## src/rtl/uart_div_ctrl_pkg.sv

```systemverilog
// Shared FSM encoding and defaults for the UART divide controller.
package uart_div_ctrl_pkg;

  typedef enum logic [2:0] {
    GET_A  = 3'd0,
    GET_B  = 3'd1,
    DIV    = 3'd2,
    SEND_Q = 3'd3,
    WAIT_Q = 3'd4,
    SEND_R = 3'd5,
    WAIT_R = 3'd6
  } state_t;

  localparam int BIT_MAX_DEF = 8;

  function automatic logic is_send(input state_t s);
    return (s == SEND_Q) || (s == SEND_R);
  endfunction

endpackage

```

## src/rtl/uart_div_ctrl_serial_div.sv

```systemverilog
// Iterative restoring divider: one quotient bit per cycle, MSB first, BIT_MAX cycles after start.
module uart_div_ctrl_serial_div #(
  parameter int BIT_MAX = 8
) (
  input  logic               clk,
  input  logic               rst,
  input  logic               start_i,
  input  logic [BIT_MAX-1:0] a_i,
  input  logic [BIT_MAX-1:0] b_i,
  output logic               done_o,
  output logic [BIT_MAX-1:0] quot_o,
  output logic [BIT_MAX-1:0] rem_o
);

  localparam int CNT_W = $clog2(BIT_MAX + 1);

  logic [BIT_MAX-1:0] rem_q, rem_d;
  logic [BIT_MAX-1:0] quot_q, quot_d;
  logic [CNT_W-1:0]   cnt_q, cnt_d;
  logic [BIT_MAX:0]   trial;
  logic               ge;

  // quot_o/rem_o are the results of the step taken this cycle; on done_o they are final.
  always_comb begin
    trial  = {rem_q, quot_q[BIT_MAX-1]};
    ge     = (trial >= {1'b0, b_i});
    rem_o  = ge ? BIT_MAX'(trial - {1'b0, b_i}) : trial[BIT_MAX-1:0];
    quot_o = {quot_q[BIT_MAX-2:0], ge};
    done_o = (cnt_q == CNT_W'(1));
    rem_d  = rem_q;
    quot_d = quot_q;
    cnt_d  = cnt_q;
    if (start_i) begin
      rem_d  = '0;
      quot_d = a_i;
      cnt_d  = CNT_W'(BIT_MAX);
    end else if (cnt_q != '0) begin
      rem_d  = rem_o;
      quot_d = quot_o;
      cnt_d  = cnt_q - CNT_W'(1);
    end
  end

  always_ff @(posedge clk or posedge rst) begin
    if (rst) begin
      cnt_q <= '0;
    end else begin
      cnt_q <= cnt_d;
    end
  end

  always_ff @(posedge clk) begin
    rem_q  <= rem_d;
    quot_q <= quot_d;
  end

endmodule

```

## src/rtl/uart_div_ctrl.sv

```systemverilog
// Collects dividend/divisor words from uart_rx, divides, and hands quotient (and remainder)
// to uart_tx through a start/busy handshake.
module uart_div_ctrl
  import uart_div_ctrl_pkg::*;
#(
  parameter int                 BIT_MAX  = BIT_MAX_DEF,
  parameter bit                 SEND_REM = 1'b1,
  parameter logic [BIT_MAX-1:0] DZ_CODE  = '1
) (
  input  logic               clk,
  input  logic               rst,
  input  logic               rx_ready,
  input  logic [BIT_MAX-1:0] rx_data,
  input  logic               tx_busy,
  output logic               tx_start,
  output logic [BIT_MAX-1:0] tx_data,
  output logic               busy,
  output logic               div_err,
  output logic               overrun
);

  state_t             state_q, state_d;
  logic [BIT_MAX-1:0] ra_q, ra_d, rb_q, rb_d;
  logic [BIT_MAX-1:0] rx_q, rx_d, rr_q, rr_d;
  logic [BIT_MAX-1:0] tx_data_q, tx_data_d;
  logic               tx_start_q, busy_q, busy_prev_q;
  logic               div_err_q, div_err_d, overrun_q, overrun_d;
  logic               div_start, div_done, accept;
  logic [BIT_MAX-1:0] div_quot, div_rem;

  uart_div_ctrl_serial_div #(.BIT_MAX(BIT_MAX)) u_div (
    .clk    (clk),
    .rst    (rst),
    .start_i(div_start),
    .a_i    (ra_q),
    .b_i    (rb_q),
    .done_o (div_done),
    .quot_o (div_quot),
    .rem_o  (div_rem)
  );

  // A word is taken only on a rising tx_busy, so a transmitter still busy from
  // an earlier frame when we enter SEND is not mistaken for an accept.
  assign accept = tx_busy & ~busy_prev_q;

  always_comb begin
    state_d   = state_q;
    ra_d      = ra_q;
    rb_d      = rb_q;
    rx_d      = rx_q;
    rr_d      = rr_q;
    tx_data_d = tx_data_q;
    div_err_d = 1'b0;
    div_start = 1'b0;
    overrun_d = overrun_q | (rx_ready & (state_q != GET_A) & (state_q != GET_B));
    unique case (state_q)
      GET_A: if (rx_ready) begin
        ra_d    = rx_data;
        state_d = GET_B;
      end
      GET_B: if (rx_ready) begin
        rb_d = rx_data;
        if (rx_data == '0) begin
          rx_d      = DZ_CODE;
          rr_d      = ra_q;
          tx_data_d = DZ_CODE;
          div_err_d = 1'b1;
          state_d   = SEND_Q;
        end else begin
          div_start = 1'b1;
          state_d   = DIV;
        end
      end
      DIV: if (div_done) begin
        rx_d      = div_quot;
        rr_d      = div_rem;
        tx_data_d = div_quot;
        state_d   = SEND_Q;
      end
      SEND_Q: if (accept) state_d = WAIT_Q;
      WAIT_Q: if (!tx_busy) begin
        if (SEND_REM) begin
          tx_data_d = rr_q;
          state_d   = SEND_R;
        end else begin
          state_d = GET_A;
        end
      end
      SEND_R: if (accept) state_d = WAIT_R;
      WAIT_R: if (!tx_busy) state_d = GET_A;
      default: state_d = GET_A;
    endcase
  end

  always_ff @(posedge clk or posedge rst) begin
    if (rst) begin
      state_q     <= GET_A;
      ra_q        <= '0;
      rb_q        <= '0;
      rx_q        <= '0;
      rr_q        <= '0;
      tx_data_q   <= '0;
      tx_start_q  <= 1'b0;
      busy_q      <= 1'b0;
      busy_prev_q <= 1'b0;
      div_err_q   <= 1'b0;
      overrun_q   <= 1'b0;
    end else begin
      state_q     <= state_d;
      ra_q        <= ra_d;
      rb_q        <= rb_d;
      rx_q        <= rx_d;
      rr_q        <= rr_d;
      tx_data_q   <= tx_data_d;
      tx_start_q  <= is_send(state_d);
      busy_q      <= (state_d != GET_A);
      busy_prev_q <= tx_busy;
      div_err_q   <= div_err_d;
      overrun_q   <= overrun_d;
    end
  end

  assign tx_start = tx_start_q;
  assign tx_data  = tx_data_q;
  assign busy     = busy_q;
  assign div_err  = div_err_q;
  assign overrun  = overrun_q;

endmodule

```

## config.mk

```make
export PLATFORM = sky130hd
export DESIGN_NAME = uart_div_ctrl
export DESIGN_NICKNAME = d
export VERILOG_FILES = /design/src/rtl/uart_div_ctrl_pkg.sv /design/src/rtl/uart_div_ctrl_serial_div.sv /design/src/rtl/uart_div_ctrl.sv
export SDC_FILE = /design/constraint.sdc
export NUM_CORES = 1
export LEC_CHECK = 0
export ABC_AREA = 1
export BUFFER_PORTS_ARGS = -buffer_cell sky130_fd_sc_hd__buf_4
export CAP_MARGIN = 20
export CORE_ASPECT_RATIO = 0.75
export CORE_MARGIN = 1.5
export CORE_UTILIZATION = 35
export CTS_BUF_LIST = sky130_fd_sc_hd__clkbuf_16
export DETAILED_ROUTE_END_ITERATION = 7
export GPL_ROUTABILITY_DRIVEN = 0
export PLACE_DENSITY = 0.53
export SLEW_MARGIN = 20
export SYNTH_ARGS = -nofsm -noshare
export SYNTH_HDL_FRONTEND = slang
export SYNTH_SLANG_ARGS = --single-unit
```

## constraint.sdc

```tcl
create_clock -name clk -period 2.5 [get_ports clk]
set_input_delay 0.25 -clock clk [delete_from_list [all_inputs] [get_ports clk]]
set_output_delay 0.25 -clock clk [all_outputs]
set_load 0.005 [all_outputs]
```

Yosys cells after proc, flatten, opt, wreduce, memory -nomap -nowiden
Cells that the tools add are included.
Cells by class
  bitwise gates (word level): 5
  magnitude comparators: 1
  mux-type cells: 29
  add/subtract/negate cells: 2
  reductions and logical operators: 13
  equality and inequality tests: 14
Operator list (count)
  8-bit two-way mux: 10
  8-bit one-hot mux with 3 select lines: 1
  3-bit two-way mux: 7
  3-bit one-hot mux with 7 select lines: 1
  8-bit one-hot mux with 2 select lines: 1
  3-bit == test, second input constant: 4
  3-bit by 2-bit == test with 1-bit output, second input constant: 3
  9-bit by 8-bit greater-or-equal comparator with 1-bit output: 1
  3-bit nonzero test: 3
  8-bit zero test: 1
  4-bit two-way mux: 2
  2-bit inequality test, second input constant: 4
  8-bit subtractor: 1
  1-bit two-way mux: 7
  5-bit AND reduction: 1
  4-bit by 1-bit == test with 1-bit output, second input constant: 1
  2-bit AND reduction: 2
  4-bit AND reduction: 1
  2-bit nonzero test: 2
  4-bit nonzero test: 1
  4-bit by 1-bit subtractor with 4-bit output, second input constant: 1
  1-bit bitwise AND: 3
  3-bit by 1-bit == test with 1-bit output, second input constant: 1
  3-bit zero test: 1
  4 further kinds: 4
Storage, ports and cells
  output and inout bits: 12
  input bits: 12
  flip-flop bits (word level): 60
  logic and storage cells: 77

Depth between registers and ports, before layout
Gate-level depths: netlist of the first run.
  word-level depth: 6
  gate-level depth with buffers: 13
  depth with buffers taken out: 13

By module
Synthesis of the first run repeated with hierarchy kept, for this count alone.
Second synthesis, totals
  cell total of the unflattened synthesis: 465
  area, all modules: 3512.1 µm²
Modules (own cells, without submodules)
  uart_div_ctrl: seq. area each 1001.0 µm², area each 1990.7 µm², cells each 257, times used 1
  uart_div_ctrl_serial_div: seq. area each 500.5 µm², area each 1521.5 µm², cells each 208, times used 1

Least setup slack after synthesis of the first run
No wires, ideal clock.
  path type: reg-to-reg
  start point: register rb_q[2]
  end point: register rr_q[7]
  cell stages (with the launch flop): 12
  setup slack: 0.730 ns
  setup time: 0.116 ns
  path buffers: 0
  period minus slack after synthesis: 1.770 ns
  arrival: 1.654 ns
  required time: 2.384 ns
  path through: dfrtp_1 -> inv_1 -> ha_1 -> or2_2 -> nand3_1 -> nand2_1 -> nand2_2 -> nand2_2 -> nand2_1 -> nand3_1 -> nand2_1 -> nand2_1
On the way
  cells in the longest elaborated chain, start to end: 4
  elaborated cells on any way between the ends: 5
  classes of those cells: add/sub: 1; order compare: 1; mux: 3
RTL lines
  start, declared: line uart_div_ctrl.sv:23  | logic [BIT_MAX-1:0] ra_q, ra_d, rb_q, rb_d;
  start signal, assigned: line uart_div_ctrl.sv:111  | rb_q <= rb_d;
  8-bit subtractor or 9-bit by 8-bit greater-or-equal comparator with 1-bit output (tied branches): line uart_div_ctrl_serial_div.sv:27, uart_div_ctrl_serial_div.sv:26
  8-bit two-way mux (*): line uart_div_ctrl_serial_div.sv:27  | rem_o = ge ? BIT_MAX'(trial - {1'b0, b_i}) : trial[BIT_MAX-1:0];
  8-bit two-way mux (*): line uart_div_ctrl.sv:74  | DIV: if (div_done) begin
  8-bit one-hot mux with 2 select lines (*): line uart_div_ctrl.sv:56  | unique case (state_q)
  end signal, assigned: line uart_div_ctrl.sv:113  | rr_q <= rr_d;
  end, declared: line uart_div_ctrl.sv:24  | logic [BIT_MAX-1:0] rx_q, rx_d, rr_q, rr_d;
Every way passes the cells marked *; elsewhere a longest branch is shown, timed or not. The select of a mux whose other input is x is not followed.
A chain may end at the register's enable or synchronous reset.

Worst setup path in the final report of the first run
  start point: register rb_q[2]
  end point: register rr_q[1]
On the way
  cells in the longest elaborated chain, start to end: 4
RTL lines
  9-bit by 8-bit greater-or-equal comparator with 1-bit output: line uart_div_ctrl_serial_div.sv:26  | ge = (trial >= {1'b0, b_i});
  8-bit two-way mux: line uart_div_ctrl_serial_div.sv:27
  8-bit two-way mux: line uart_div_ctrl.sv:74
  8-bit one-hot mux with 2 select lines: line uart_div_ctrl.sv:56
Every way passes these cells. The select of a mux whose other input is x is not followed.

==> flow_summary.json, run 1 <==
{
  "status": "complete, no violations",
  "cp_top_family": "simple AND/OR/NAND/NOR gates",
  "cp_cell_sequence": "inv_1 -> ha_1 -> or2_2 -> nand3_1 -> nand2_1 -> nand2_2 -> nand2_2 -> nand2_1 -> nand3_1 -> nand2_1 -> nand2_1",
  "final.fill_count": 951,
  "synth_area_mm2": 0.00332,
  "critPathMaxStageDelay_ns": 0.35,
  "start_kind": "flop",
  "drive_gt1_frac": 0.134,
  "final_util": 0.430,
  "setup-violations-final": 0,
  "cp_num_buf_inv": 1,
  "ys_warn_count": 0,
  "io_buffers": 23,
  "pin_count": 24,
  "mostFrequentLayoutCell": "nand2_1",
  "syn-instance-count": 443,
  "min_period_over_period": 0.827,
  "grt_antenna_before_repair": 0,
  "hold_viol_final": 0,
  "cts_buffers": 9,
  "critPathArrivalTime_ns": 2.29,
  "seq_area_mm2": 0.00150,
  "seqPwrFrac": 0.288,
  "antenna_cells": 0,
  "wire_per_inst_um": 13.3,
  "cp-end-kind": "flop",
  "critPathKind": "reg2reg",
  "syn-num-nets": 467,
  "ir_drop_mv": 0.529,
  "clock_sinks": 60,
  "intPower_uw": 3450,
  "synth_largest_area_cell": "dfrtp_1",
  "dp_hpwl_um": 6020,
  "grt_max_degree": 45,
  "cts_tree": "yes",
  "placed_cell_area_mm2": 0.00362,
  "drtIter0Drc": 175,
  "p_sw_frac": 0.445,
  "rsz0062_at_grt": "false",
  "required_ns": 2.72,
  "grt_usage": 0.180,
  "grt_first_pass_wirelength_um": 13500,
  "ys_seq_elements": 60,
  "cts_resized": 0,
  "clk_path_buf_depth": 2,
  "finalClockSkew_ns": 0.00610,
  "layout_common_cells": "nand2_1, inv_1, dfrtp_1",
  "switchingPower_uw": 2770,
  "die_h_um": 87.3,
  "drc": 0,
  "postCtsSetupBuffers": 0,
  "max_slew_margin": 0.463,
  "vias": 2813,
  "synth.distinct_cells": 32,
  "pwr-share-clk": 0.202,
  "clk_pin_slew_worst_paths_ns": 0.05,
  "crit_fanout": 10,
  "rows": 30,
  "powerDensity_mw_per_mm2": 1590,
  "die-width_um": 115,
  "synth_top_area_frac": 0.332,
  "synth_area_leaders": "dfrtp_1, nand2_1, edfxtp_1",
  "vias_per_cell": 4.65,
  "post-route-min-period_ns": 2.07,
  "p_leak_uw": 0.00209,
  "critPathSlowestCell": "ha_1",
  "final.setup.tns_ns": 0,
  "nets": 496,
  "area_delta_synth_final_pct": 18.3,
  "totalWireLength_um": 8040,
  "slew_violations": 0,
  "cts_root_buffer": "clkbuf_16",
  "core_area_mm2": 0.00912,
  "die_area_mm2": 0.0101,
  "clk-insertion-delay-late_ns": 0.33,
  "fmax_mhz": 483,
  "drv_cap": 0,
  "synth.avg_cell_area_um2": 7.49,
  "final_cell_area_mm2": 0.00392,
  "firstDrtPassIters": 4,
  "htree_num_levels": 3,
  "combPwrFrac": 0.510,
  "multiInputGateArea_mm2": 0.00153,
  "grt_pass1_vias": 2718,
  "ys_seq_area_frac": 0.452,
  "cp_common_cell": "nand2_1",
  "hp-class": "in2async",
  "tightest_slew_ns": 0.805,
  "grt-ovfl-total": 0,
  "postCtsHoldBufs": 0,
  "antenna_left": 0,
  "start_util": 0.364
}
-- synth_stat cells (all sizes together) --
library cell / count
nand2: 174
inv: 66
dfrtp: 44
nor2: 38
nand3: 37
o21ai: 28
ha: 11
dfxtp: 8
edfxtp: 8
a21oi: 5
xnor2: 5
buf: 3
clkbuf: 3
nand4: 3
nor3: 3
or2: 2
fa: 1
nand3b: 1
o2111ai: 1
o21bai: 1
o22ai: 1
-- layout make-up --
cell class,instances,share of cell area
timing repair buffer,24,0.0459
sequential,60,0.383
multi-input combinational,311,0.389
inverter,66,0.0641
clock buffer,10,0.0638
tap,128,0.0408
clock inverter,6,0.0134
-- sequential cells by signal, summed over array words and instances (netlist names) --
| register | count |
|---|---|
| ra_q | 8 |
| rb_q | 8 |
| rr_q | 8 |
| tx_data | 8 |
| u_div.quot_q | 8 |
| u_div.rem_q | 8 |
| u_div.cnt_q | 4 |
| state_q | 3 |
| busy | 1 |
| busy_prev_q | 1 |
| div_err | 1 |
| overrun | 1 |
| tx_start | 1 |
-- cells by family (layout without fill, tap and decap cells) --
logic type	after synthesis	in the layout	share of synthesized area
AOI/OAI and AO/OA	36	36	0.0577
xor gates and xnor gates	5	5	0.0132
adders and majority gates	12	12	0.0475
buffers and inverters	72	106	0.0871
DFF	60	60	0.452
and+or+nand+nor	258	258	0.342
-- final timing paths --
kind                            cells after the start     from  slack (ns)          end
worst max-delay path                               11  rb_q[2]        0.43      rr_q[1]
worst min-delay path                                2      rst        0.05      ra_q[5]
worst max register to register                     11  rb_q[2]        0.43      rr_q[1]
worst min register to register                      1  overrun        0.47      overrun
max in group asynchronous                           2      rst        1.95   tx_data[0]
min in group clk                                    1  tx_busy        0.05  busy_prev_q
-- layer usage --
layer	share of wire	vias to the layer above	routed length, um	GRT usage
met5	0	-	0	0
met4	0.0066	0	53	0.0617
met3	0.058	4	468	0.0543
met2	0.40	56	3200	0.250
met1	0.54	1316	4320	0.265
li1	-	1437	-	-
-- power groups by stage --
stage	Clock [uW]	Sequential (uW)	Combinational, uW
after floorplan	0	1730	2410
after global placement	0	1800	3160
after detailed placement	0	1800	3180
after CTS	1290	1790	3200
after global routing	1340	1850	3720
final	1260	1790	3180
-- stage by stage --
stage          power [uW]  hold WS [ns]  std cells  setup slack, ns
2_1_floorplan        4140         0.281        443            0.730
3_3_place_gp         4960         0.388        589            0.480
3_5_place_dp         4980         0.387        589            0.453
4_1_cts              6280        0.0355        605            0.442
5_1_grt              6910        0.0368        605            0.234
6_report             6230        0.0537        605            0.432
No activity file was read; power rests on OpenSTA's default activity.
==> run 2, diff against run 1 <==
==> constraint.sdc (replaced) <==
create_clock -name clk -period 2.1 [get_ports clk]
set_input_delay 0.21 -clock clk [delete_from_list [all_inputs] [get_ports clk]]
set_output_delay 0.21 -clock clk [all_outputs]
set_load 0.005 [all_outputs]
==> run 2 against run 1 <==
Sequential cell count unchanged; global-route usage fell by 0.43 points; register-to-register slack lost 0.25 ns; critical path type unchanged; largest cell class unchanged; highest routed layer unchanged.
==> flow_summary.json, run 2 (synthesized netlist as in run 1, its figures left out) <==
{
  "status": "complete, no violations",
  "finalClockSkew_ns": 0.0105,
  "clk_path_buf_depth": 2,
  "cts_root_buffer": "clkbuf_16",
  "cp-end-kind": "flop",
  "io_buffers": 23,
  "clk-insertion-delay-late_ns": 0.33,
  "postCtsSetupBuffers": 0,
  "reg2reg_from": "rb_q[2]",
  "drv_cap": 0,
  "post-route-min-period_ns": 1.92,
  "layout_common_cells": "nand2_1, inv_1, dfrtp_1",
  "area_delta_synth_final_pct": 19.8,
  "totalWireLength_um": 7970,
  "rows": 30,
  "placed_cell_area_mm2": 0.00366,
  "p_leak_uw": 0.00212,
  "antenna_left": 0,
  "critPathSlowestCell": "dfrtp_1",
  "worstHoldStart": "rx_data[6]",
  "crit_fanout": 10,
  "final_cell_area_mm2": 0.00397,
  "cp_top_family": "simple AND/OR/NAND/NOR gates",
  "vias": 2836,
  "start_util": 0.364,
  "start_kind": "flop",
  "vias_per_cell": 4.63,
  "nets": 504,
  "critPathKind": "reg2reg",
  "dp_hpwl_um": 6180,
  "required_ns": 2.31,
  "fmax_mhz": 521,
  "clock_sinks": 60,
  "drtIter0Drc": 186,
  "finalPower_uw": 7380,
  "mostFrequentLayoutCell": "nand2_1",
  "cp_num_buf_inv": 1,
  "grt-ovfl-total": 0,
  "rsz0062_at_grt": "false",
  "die_h_um": 87.3,
  "clk_pin_slew_worst_paths_ns": 0.05,
  "drc": 0,
  "die_area_mm2": 0.0101,
  "final.setup.tns_ns": 0,
  "cp_common_cell": "nand2_1",
  "grt_pass1_vias": 2638,
  "grt_usage": 0.176,
  "grt_first_pass_wirelength_um": 13200,
  "antenna_cells": 0,
  "pin_count": 24,
  "die-width_um": 115,
  "critPathMaxStageDelay_ns": 0.35,
  "powerDensity_mw_per_mm2": 1860,
  "grt_max_degree": 21,
  "slew_violations": 0,
  "hp-class": "in2reg",
  "critPathArrivalTime_ns": 2.13,
  "setup-violations-final": 0,
  "critical_path.startpoint": "rb_q[2]",
  "cts_buffers": 9,
  "core_area_mm2": 0.00912,
  "htree_num_levels": 3,
  "drive_gt1_frac": 0.146,
  "wire_per_inst_um": 13.0,
  "final.fill_count": 957,
  "cp_cell_sequence": "inv_1 -> ha_1 -> or2_2 -> nand3_1 -> nand2_1 -> nand2_2 -> nand2_2 -> nand2_1 -> nand3_1 -> nand2_1 -> nand2_1",
  "firstDrtPassIters": 5,
  "max_slew_margin": 0.792,
  "tightest_slew_ns": 0.310,
  "min_period_over_period": 0.915,
  "ir_drop_mv": 0.605,
  "cts_tree": "yes",
  "hold_viol_final": 0,
  "grt_antenna_before_repair": 0
}
[run 2: through the flow]
step / instances / hold WS, ns / utilization / setup slack (ns)
after detailed placement: 595 / 0.164 / 0.402 / 0.0894
after CTS: 613 / 0.0868 / 0.435 / 0.0756
final: 613 / 0.0994 / 0.436 / 0.179
after global routing: 613 / 0.105 / 0.436 / 0.0190
after floorplan: 443 / 0.241 / - / 0.330
after global placement: 595 / 0.159 / 0.402 / 0.114
[run 2: power breakdown]
| group | internal [uW] | switching (uW) | total, uW |
|---|---|---|---|
| Combinational | 1400 | 2440 | 3840 |
| Clock | 902 | 510 | 1410 |
| Sequential | 1790 | 334 | 2120 |
| Total | 4090 | 3280 | 7380 |
[run 2: what timing repair did]
| action | 4_1_cts | 5_1_grt |
|---|---|---|
| gates resized for setup | 0 | 1 |
| hold buffers | 2 | 0 |
| endpoints found under the setup margin | 0 | 14 |
| endpoints found under the hold margin | 10 | 0 |
[run 2: layout make-up]
| cell class | instances | area, um^2 | share of cell area |
|---|---|---|---|
| flip-flops and latches | 60 | 1500 | 0.378 |
| inverters | 66 | 250 | 0.0630 |
| clock buffers | 9 | 225 | 0.0567 |
| repair buffers | 32 | 245 | 0.0617 |
| well taps | 128 | 160 | 0.0403 |
| multi-input cells | 311 | 1530 | 0.386 |
| clock inverters | 7 | 58.8 | 0.0148 |
[run 2: routing by layer]
| metal | GRT usage | up-vias | wire [um] |
|---|---|---|---|
| met3 | 0.0515 | 9 | 386 |
| met5 | 0 | - | 0 |
| met1 | 0.265 | 1316 | 4310 |
| met2 | 0.239 | 57 | 3170 |
| li1 | - | 1454 | - |
| met4 | 0.0539 | 0 | 99 |
[run 2: worst register-to-register path, cell delays in order, from the launching register on]
cell and delay [ns]:
dfrtp_1 0.35, inv_1 0.09, ha_1 0.28, or2_2 0.32, nand3_1 0.13, nand2_1 0.09
nand2_2 0.08, nand2_2 0.13, nand2_1 0.12, nand3_1 0.09, nand2_1 0.07, nand2_1 0.05
[run 2: path summary, 6_finish.rpt]
path	to	slack, ns	cells after the start
min	rb_q[6]	0.1	3
max reg2reg	rr_q[5]	0.18	11
min reg2reg	tx_data[6]	0.48	2
max in group asynchronous	tx_data[7]	1.17	4
min in group asynchronous	rb_q[1]	0.37	3
max	rr_q[5]	0.18	11
